**src/rtl/cnn_tile_ctrl.sv**
```systemverilog
// cnn_tile_ctrl: sequences one 3x3/pad-1 conv layer over output tiles, prefetching IFM rows
// into a ring buffer and scanning pixels x input tiles to the PE array.
module cnn_tile_ctrl #(
  parameter int W_SIZE       = 12,
  parameter int W_CHANNEL    = 6,
  parameter int W_FRAME_SIZE = 32,
  parameter int W_DELAY      = 8,
  parameter int H_GAP        = 8,
  parameter int IFM_BUF_CNT  = 4,
  parameter int W_IFM_BUF    = 2
) (
  input  logic                    clk,
  input  logic                    rstn,
  input  logic                    q_start,
  input  logic [W_SIZE-1:0]       q_width,
  input  logic [W_SIZE-1:0]       q_height,
  input  logic [W_CHANNEL-1:0]    q_in_tiles,
  input  logic [W_CHANNEL-1:0]    q_out_tiles,
  input  logic                    q_stride2,
  input  logic                    q_filter_buf_done,
  input  logic                    q_ifm_buf_done,
  input  logic                    q_pe_done,
  output logic                    o_busy,
  output logic                    o_filter_req_load,
  output logic [W_CHANNEL-1:0]    o_filter_req_tile,
  output logic                    o_ifm_buf_req_load,
  output logic [W_SIZE-1:0]       o_ifm_buf_req_row,
  output logic [W_IFM_BUF-1:0]    o_ifm_buf_req_slot,
  output logic                    o_data_run,
  output logic [W_SIZE-1:0]       o_row,
  output logic [W_SIZE-1:0]       o_col,
  output logic [W_CHANNEL-1:0]    o_chn,
  output logic [W_CHANNEL-1:0]    o_otile,
  output logic                    o_is_first_row,
  output logic                    o_is_last_row,
  output logic                    o_is_first_col,
  output logic                    o_is_last_col,
  output logic [W_FRAME_SIZE-1:0] o_data_count,
  output logic                    o_end_frame
);
  typedef enum logic [2:0] {IDLE, LOAD_FLT, ROW_WAIT, HSYNC, DATA, WAIT_PE, NEXT_ROW, DONE} state_t;
  state_t state, nxt;
  logic [W_SIZE-1:0] cfg_h, oh, ow, nlr, col_n;
  logic [W_CHANNEL-1:0] cfg_in, cfg_out, chn_n;
  logic cfg_s2, pending, pe_flag, active, issue, run_n;
  logic [W_DELAY-1:0] gap;
  logic [W_SIZE:0] ir, lo, hi, nlr_n;
  logic last_chn, last_col, last_row, last_tile, rows_ready, degen;
  // ir is the input centre row; [lo,hi] is the clamped 3-row window it needs
  assign ir = cfg_s2 ? {o_row, 1'b0} : {1'b0, o_row};
  assign lo = (ir == '0) ? '0 : ir - 1'b1;
  assign hi = (ir + 1'b1 >= {1'b0, cfg_h}) ? {1'b0, cfg_h} - 1'b1 : ir + 1'b1;
  assign nlr_n = {1'b0, nlr} + (W_SIZE+1)'(pending & q_ifm_buf_done);
  assign rows_ready = nlr_n > hi;
  assign last_chn = o_chn == cfg_in - 1'b1;
  assign last_col = o_col == ow - 1'b1;
  assign last_row = o_row == oh - 1'b1;
  assign last_tile = o_otile == cfg_out - 1'b1;
  assign degen = (q_width == '0) || (q_height == '0) || (q_in_tiles == '0) || (q_out_tiles == '0);
  always_ff @(posedge clk or negedge rstn)
    if (!rstn) state <= IDLE;
    else state <= nxt;
  always_comb begin
    nxt = state;
    case (state)
      IDLE:     if (q_start) nxt = degen ? DONE : LOAD_FLT;
      LOAD_FLT: if (q_filter_buf_done) nxt = ROW_WAIT;
      ROW_WAIT: if (rows_ready) nxt = HSYNC;
      HSYNC:    if (gap == W_DELAY'(H_GAP - 1)) nxt = DATA;
      DATA:     if (last_chn && last_col) nxt = WAIT_PE;
      WAIT_PE:  if (pe_flag || q_pe_done) nxt = NEXT_ROW;
      NEXT_ROW: nxt = !last_row ? ROW_WAIT : !last_tile ? LOAD_FLT : DONE;
      default:  nxt = IDLE;
    endcase
  end
  // a done pulse in the same cycle frees the slot, so the next request goes out back-to-back
  always_comb begin
    active = nxt inside {ROW_WAIT, HSYNC, DATA, WAIT_PE, NEXT_ROW};
    issue = active && (!pending || q_ifm_buf_done) && (nlr_n < {1'b0, cfg_h})
            && (nlr_n < lo + (W_SIZE+1)'(IFM_BUF_CNT));
    chn_n = (state != DATA || last_chn) ? '0 : o_chn + 1'b1;
    col_n = (state != DATA || (last_chn && last_col)) ? '0 : last_chn ? o_col + 1'b1 : o_col;
    run_n = nxt == DATA;
  end
  always_ff @(posedge clk or negedge rstn)
    if (!rstn) begin
      cfg_h <= '0;
      cfg_in <= '0;
      cfg_out <= '0;
      cfg_s2 <= 1'b0;
      oh <= '0;
      ow <= '0;
      nlr <= '0;
      pending <= 1'b0;
      pe_flag <= 1'b0;
      gap <= '0;
      o_busy <= 1'b0;
      o_filter_req_load <= 1'b0;
      o_filter_req_tile <= '0;
      o_ifm_buf_req_load <= 1'b0;
      o_ifm_buf_req_row <= '0;
      o_ifm_buf_req_slot <= '0;
      o_data_run <= 1'b0;
      o_row <= '0;
      o_col <= '0;
      o_chn <= '0;
      o_otile <= '0;
      o_is_first_row <= 1'b0;
      o_is_last_row <= 1'b0;
      o_is_first_col <= 1'b0;
      o_is_last_col <= 1'b0;
      o_data_count <= '0;
      o_end_frame <= 1'b0;
    end else begin
      if (state == IDLE && q_start) begin
        cfg_h <= q_height;
        cfg_in <= q_in_tiles;
        cfg_out <= q_out_tiles;
        cfg_s2 <= q_stride2;
        oh <= q_stride2 ? q_height >> 1 : q_height;
        ow <= q_stride2 ? q_width >> 1 : q_width;
        o_data_count <= '0;
        o_otile <= '0;
        o_filter_req_tile <= '0;
        o_row <= '0;
      end else o_data_count <= o_data_count + W_FRAME_SIZE'(run_n);
      if (state == NEXT_ROW) begin
        o_row <= last_row ? '0 : o_row + 1'b1;
        if (last_row && !last_tile) begin
          o_otile <= o_otile + 1'b1;
          o_filter_req_tile <= o_otile + 1'b1;
        end
      end
      nlr <= (state == LOAD_FLT) ? '0 : nlr_n[W_SIZE-1:0];
      pending <= issue || (pending && !q_ifm_buf_done);
      o_ifm_buf_req_load <= issue;
      if (issue) begin
        o_ifm_buf_req_row <= nlr_n[W_SIZE-1:0];
        o_ifm_buf_req_slot <= nlr_n[W_IFM_BUF-1:0];
      end
      o_filter_req_load <= (nxt == LOAD_FLT) && (state != LOAD_FLT);
      gap <= (state == HSYNC) ? gap + 1'b1 : '0;
      pe_flag <= (state == DATA) && (pe_flag || q_pe_done);
      o_data_run <= run_n;
      o_col <= col_n;
      o_chn <= chn_n;
      o_is_first_row <= run_n && o_row == '0;
      o_is_last_row <= run_n && last_row;
      o_is_first_col <= run_n && col_n == '0;
      o_is_last_col <= run_n && col_n == ow - 1'b1;
      o_busy <= nxt != IDLE;
      o_end_frame <= state == DONE;
    end
endmodule

```
**config.mk**
```make
export PLATFORM = sky130hd
export DESIGN_NAME = cnn_tile_ctrl
export DESIGN_NICKNAME = d
export VERILOG_FILES = /design/src/rtl/cnn_tile_ctrl.sv
export SDC_FILE = /design/constraint.sdc
export NUM_CORES = 1
export LEC_CHECK = 0
export CAP_MARGIN = 25
export CORE_AREA = 2 2 147 149
export DETAILED_ROUTE_END_ITERATION = 12
export DIE_AREA = 0 0 149 151
export PLACE_DENSITY = 0.81
export SETUP_SLACK_MARGIN = 0.15
export SLEW_MARGIN = 20
export SYNTH_ARGS = -nofsm -noshare
export SYNTH_HDL_FRONTEND = slang
export SYNTH_SLANG_ARGS = --single-unit
```
**constraint.sdc**
```tcl
create_clock -name clk -period 9.3 [get_ports clk]
set_input_delay 1.395 -clock clk [delete_from_list [all_inputs] [get_ports clk]]
set_output_delay 1.395 -clock clk [all_outputs]
set_load 0.05 [all_outputs]
```
==> flow_metrics.py <==
metrics = {
    "setup_path": {
        "max_stage_delay_ps": 770,
        "cp_data_arrival_time_ps": 8500,
        "r2r-start": "o_row[2]",
        "crit_slowest_cell": "dfrtp_1",
        "required_ps": 9590,
        "ff2ff_path_depth": 29,
        "path_class": "flop to flop",
        "r2r_end": "o_data_count[24]",
        "startpoint_type": "flop",
        "worstPathMaxFanout": 23,
        "ff2ff_setup_slack_ps": 1090,
        "crit_path_end_kind": "flop",
    },
    "yosys": {
        "yosysUniqueCellTypes": 85,
        "ys_ff_latch": 169,
        "synthCells": 1335,
        "synth-edff-count": 0,
        "ys_seq_area_frac": 0.358,
        "syn_nets": 1445,
        "synth_warnings": 0,
        "synth-async-reset-ratio": 1.00,
        "yosys_most_used_dff": "dfrtp_1",
        "syn_area_per_cell_um2": 8.85,
        "synth_area_um2": 11800,
    },
    "cts": {
        "clock_path_buffers": 2,
        "ctsRootBufferMaster": "clkbuf_16",
        "htree_levels": 4,
        "cts_buffers": 17,
        "post_cts_buffers": 0,
        "cts_tree": "built",
        "cts.hold.buffers_added": 0,
        "clkTransAtPathRegs_ps": 70,
        "cts.sinks": 169,
        "clk_latency_ps": 440,
    },
    "floorplanning": {
        "die_h_um": 151,
        "die_area_um2": 22500,
        "die_w_um": 149,
        "io-pin-count": 140,
        "initial_core_util": 0.567,
        "core.rowCount": 53,
        "core_area_um2": 20800,
    },
    "job": {
        "maxCapViolCount": 0,
    },
    "route": {
        "routed_wl_um": 30700,
        "ant_nets": 0,
        "via_count": 10300,
        "first_iter_violations": 733,
        "vias_per_cell": 5.97,
        "wl_per_cell_um": 17.9,
        "drc": 0,
        "drt_pass1_iterations": 5,
    },
    "sta": {
        "period_share": 0.883,
        "fmax_mhz": 122,
        "setup_viol": 0,
        "hold_viol_final": 0,
        "setup-tns-final_ps": 0,
        "tightest_slew_ps": 878,
        "rsz0062_at_grt": "false",
        "clock_skew_ps": 13.9,
        "period_minus_slack_ps": 8210,
        "slew_headroom": 0.413,
        "drv_slew": 0,
    },
    "global_routing": {
        "grt_pass1_wl_um": 49800,
        "grt_pass1_vias": 9836,
        "grt_max_degree": 102,
        "grt_remaining_overflow": 0,
        "antenna_found_initial": 0,
        "track_usage": 0.277,
    },
    "cells_and_area": {
        "syn_to_final_growth_pct": 18.0,
        "nFillCells": 1689,
        "multiInputGateArea_um2": 7130,
        "drive_gt1_frac": 0.0568,
        "layout_commonest_cell": "dfrtp_1",
        "diodes": 0,
        "nets": 1542,
        "layout_common_cells": "169 x dfrtp_1, 140 x nand2_1, 138 x clkdlybuf4s50_1",
        "ff_latch_area_um2": 4230,
    },
    "power": {
        "leakage_nw": 6.33,
        "power_mw": 4.29,
        "powerDensity_nw_per_um2": 308,
        "irDropWorstVdd_mv": 0.165,
    },
    "placed_design": {
        "place_hpwl_um": 22200,
        "portBuffers": 139,
        "gp_congestion": 0.914,
    },
    "min_path": {
        "min_from": "gap[0]",
        "min_path_type": "flop to flop",
        "min_to": "gap[0]",
        "hold_depth": 1,
    },
    "status": {
        "status": "completed",
    },
}
## metrics by stage
step,util,cell area (µm²),cells,setup WS (ps),hold WS (ps)
floorplan,-,11800,1335,739,425
global placement,0.640,13300,1687,1320,441
detailed placement,0.640,13300,1687,951,451
CTS,0.667,13900,1718,944,462
global route,0.669,13900,1719,426,469
finish,0.669,13900,1719,1090,458
## kinds of logic (layout without fill, tap and decap cells)
family | after synthesis | count (layout) | synth area share
buffers and inverters | 120 | 229 | 0.0407
adder cells (fa/ha/maj) | 67 | 67 | 0.0710
flip-flops | 169 | 169 | 0.358
AND/OR/NAND/NOR | 544 | 544 | 0.231
AO/OA/AOI/OAI | 229 | 229 | 0.131
XOR/XNOR | 151 | 151 | 0.118
multiplexers | 55 | 55 | 0.0507
## sequential cells by signal (all words and copies together) (netlist names), 8 cells and up
name and count:
o_row 12, gap 8, nlr 12, ow 12, cfg_h 12, o_ifm_buf_req_row 12, oh 12, o_data_count 32
o_col 12
## what timing repair did
action	CTS	global route
hold endpoints to repair	0	0
endpoints found under the setup margin	0	1
resized for setup	0	1
## worst max-delay path by stage
stage	from	endpoint	slack, ps	cells past startpoint
CTS	o_row[2]	o_data_count[24]	940	29
detailed placement	o_row[2]	o_data_count[24]	950	29
global placement	o_row[2]	o_data_count[24]	1320	29
global route	o_row[2]	o_data_count[24]	430	29
finish	o_row[2]	o_data_count[24]	1090	29
floorplan	cfg_s2	o_data_count[24]	740	39
## synthesized netlist by cell type, drive strengths merged, types with 7 or more instances
master     n  share of area
nor2b     18         0.0095
inv       49          0.016
clkbuf    57          0.018
and4       7         0.0052
xnor2     81          0.060
dfrtp    169           0.36
nor2     133          0.043
nand2    140          0.044
or3       10         0.0053
a21o      22          0.014
mux2      15          0.017
o2111ai    8         0.0074
nor3      40          0.017
nand4     24          0.013
a21oi     38          0.016
o21ai     77          0.033
and3      27          0.014
o31ai      7         0.0049
buf       14         0.0070
ha        67          0.071
xor2      65          0.048
mux2i     40          0.034
nand2b    18         0.0095
a31oi     11         0.0058
nand3     54          0.023
nor4      23          0.013
and2      10         0.0053
or4        7         0.0048
nand3b     7         0.0044
## worst max-delay path, delay by kind of cell (launching register included)
kind | cells | cell delay (ps)
AO/OA/AOI/OAI | 8 | 1920
adder cells (fa/ha/maj) | 3 | 840
multiplexers | 1 | 230
XOR/XNOR | 1 | 150
AND/OR/NAND/NOR | 14 | 3650
buffers and inverters | 2 | 490
flip-flops | 1 | 770
## final cells by class
cell class,count,share of cell area
Tap cell,275,0.0247
Inverter,49,0.0132
Multi-Input combinational cell,1046,0.511
Sequential cell,169,0.303
Timing Repair Buffer,149,0.107
Clock inverter,13,0.00961
Clock buffer,18,0.0308
## routing by layer
| layer | GRT usage | vias to the layer above | wire (µm) |
|---|---|---|---|
| li1 | - | 4903 | - |
| met1 | 0.382 | 4902 | 13900 |
| met2 | 0.442 | 397 | 13800 |
| met3 | 0.0530 | 55 | 2400 |
| met4 | 0.0914 | 0 | 628 |
| met5 | 0 | - | 0 |
## power breakdown
group | leakage (nW) | internal, mW | switching [mW] | total, mW
sequential | 2.25 | 0.896 | 0.263 | 1.16
clock | 0.278 | 0.376 | 0.324 | 0.700
combinational | 3.80 | 1.01 | 1.42 | 2.43
Power figures use the tool's default switching activity.
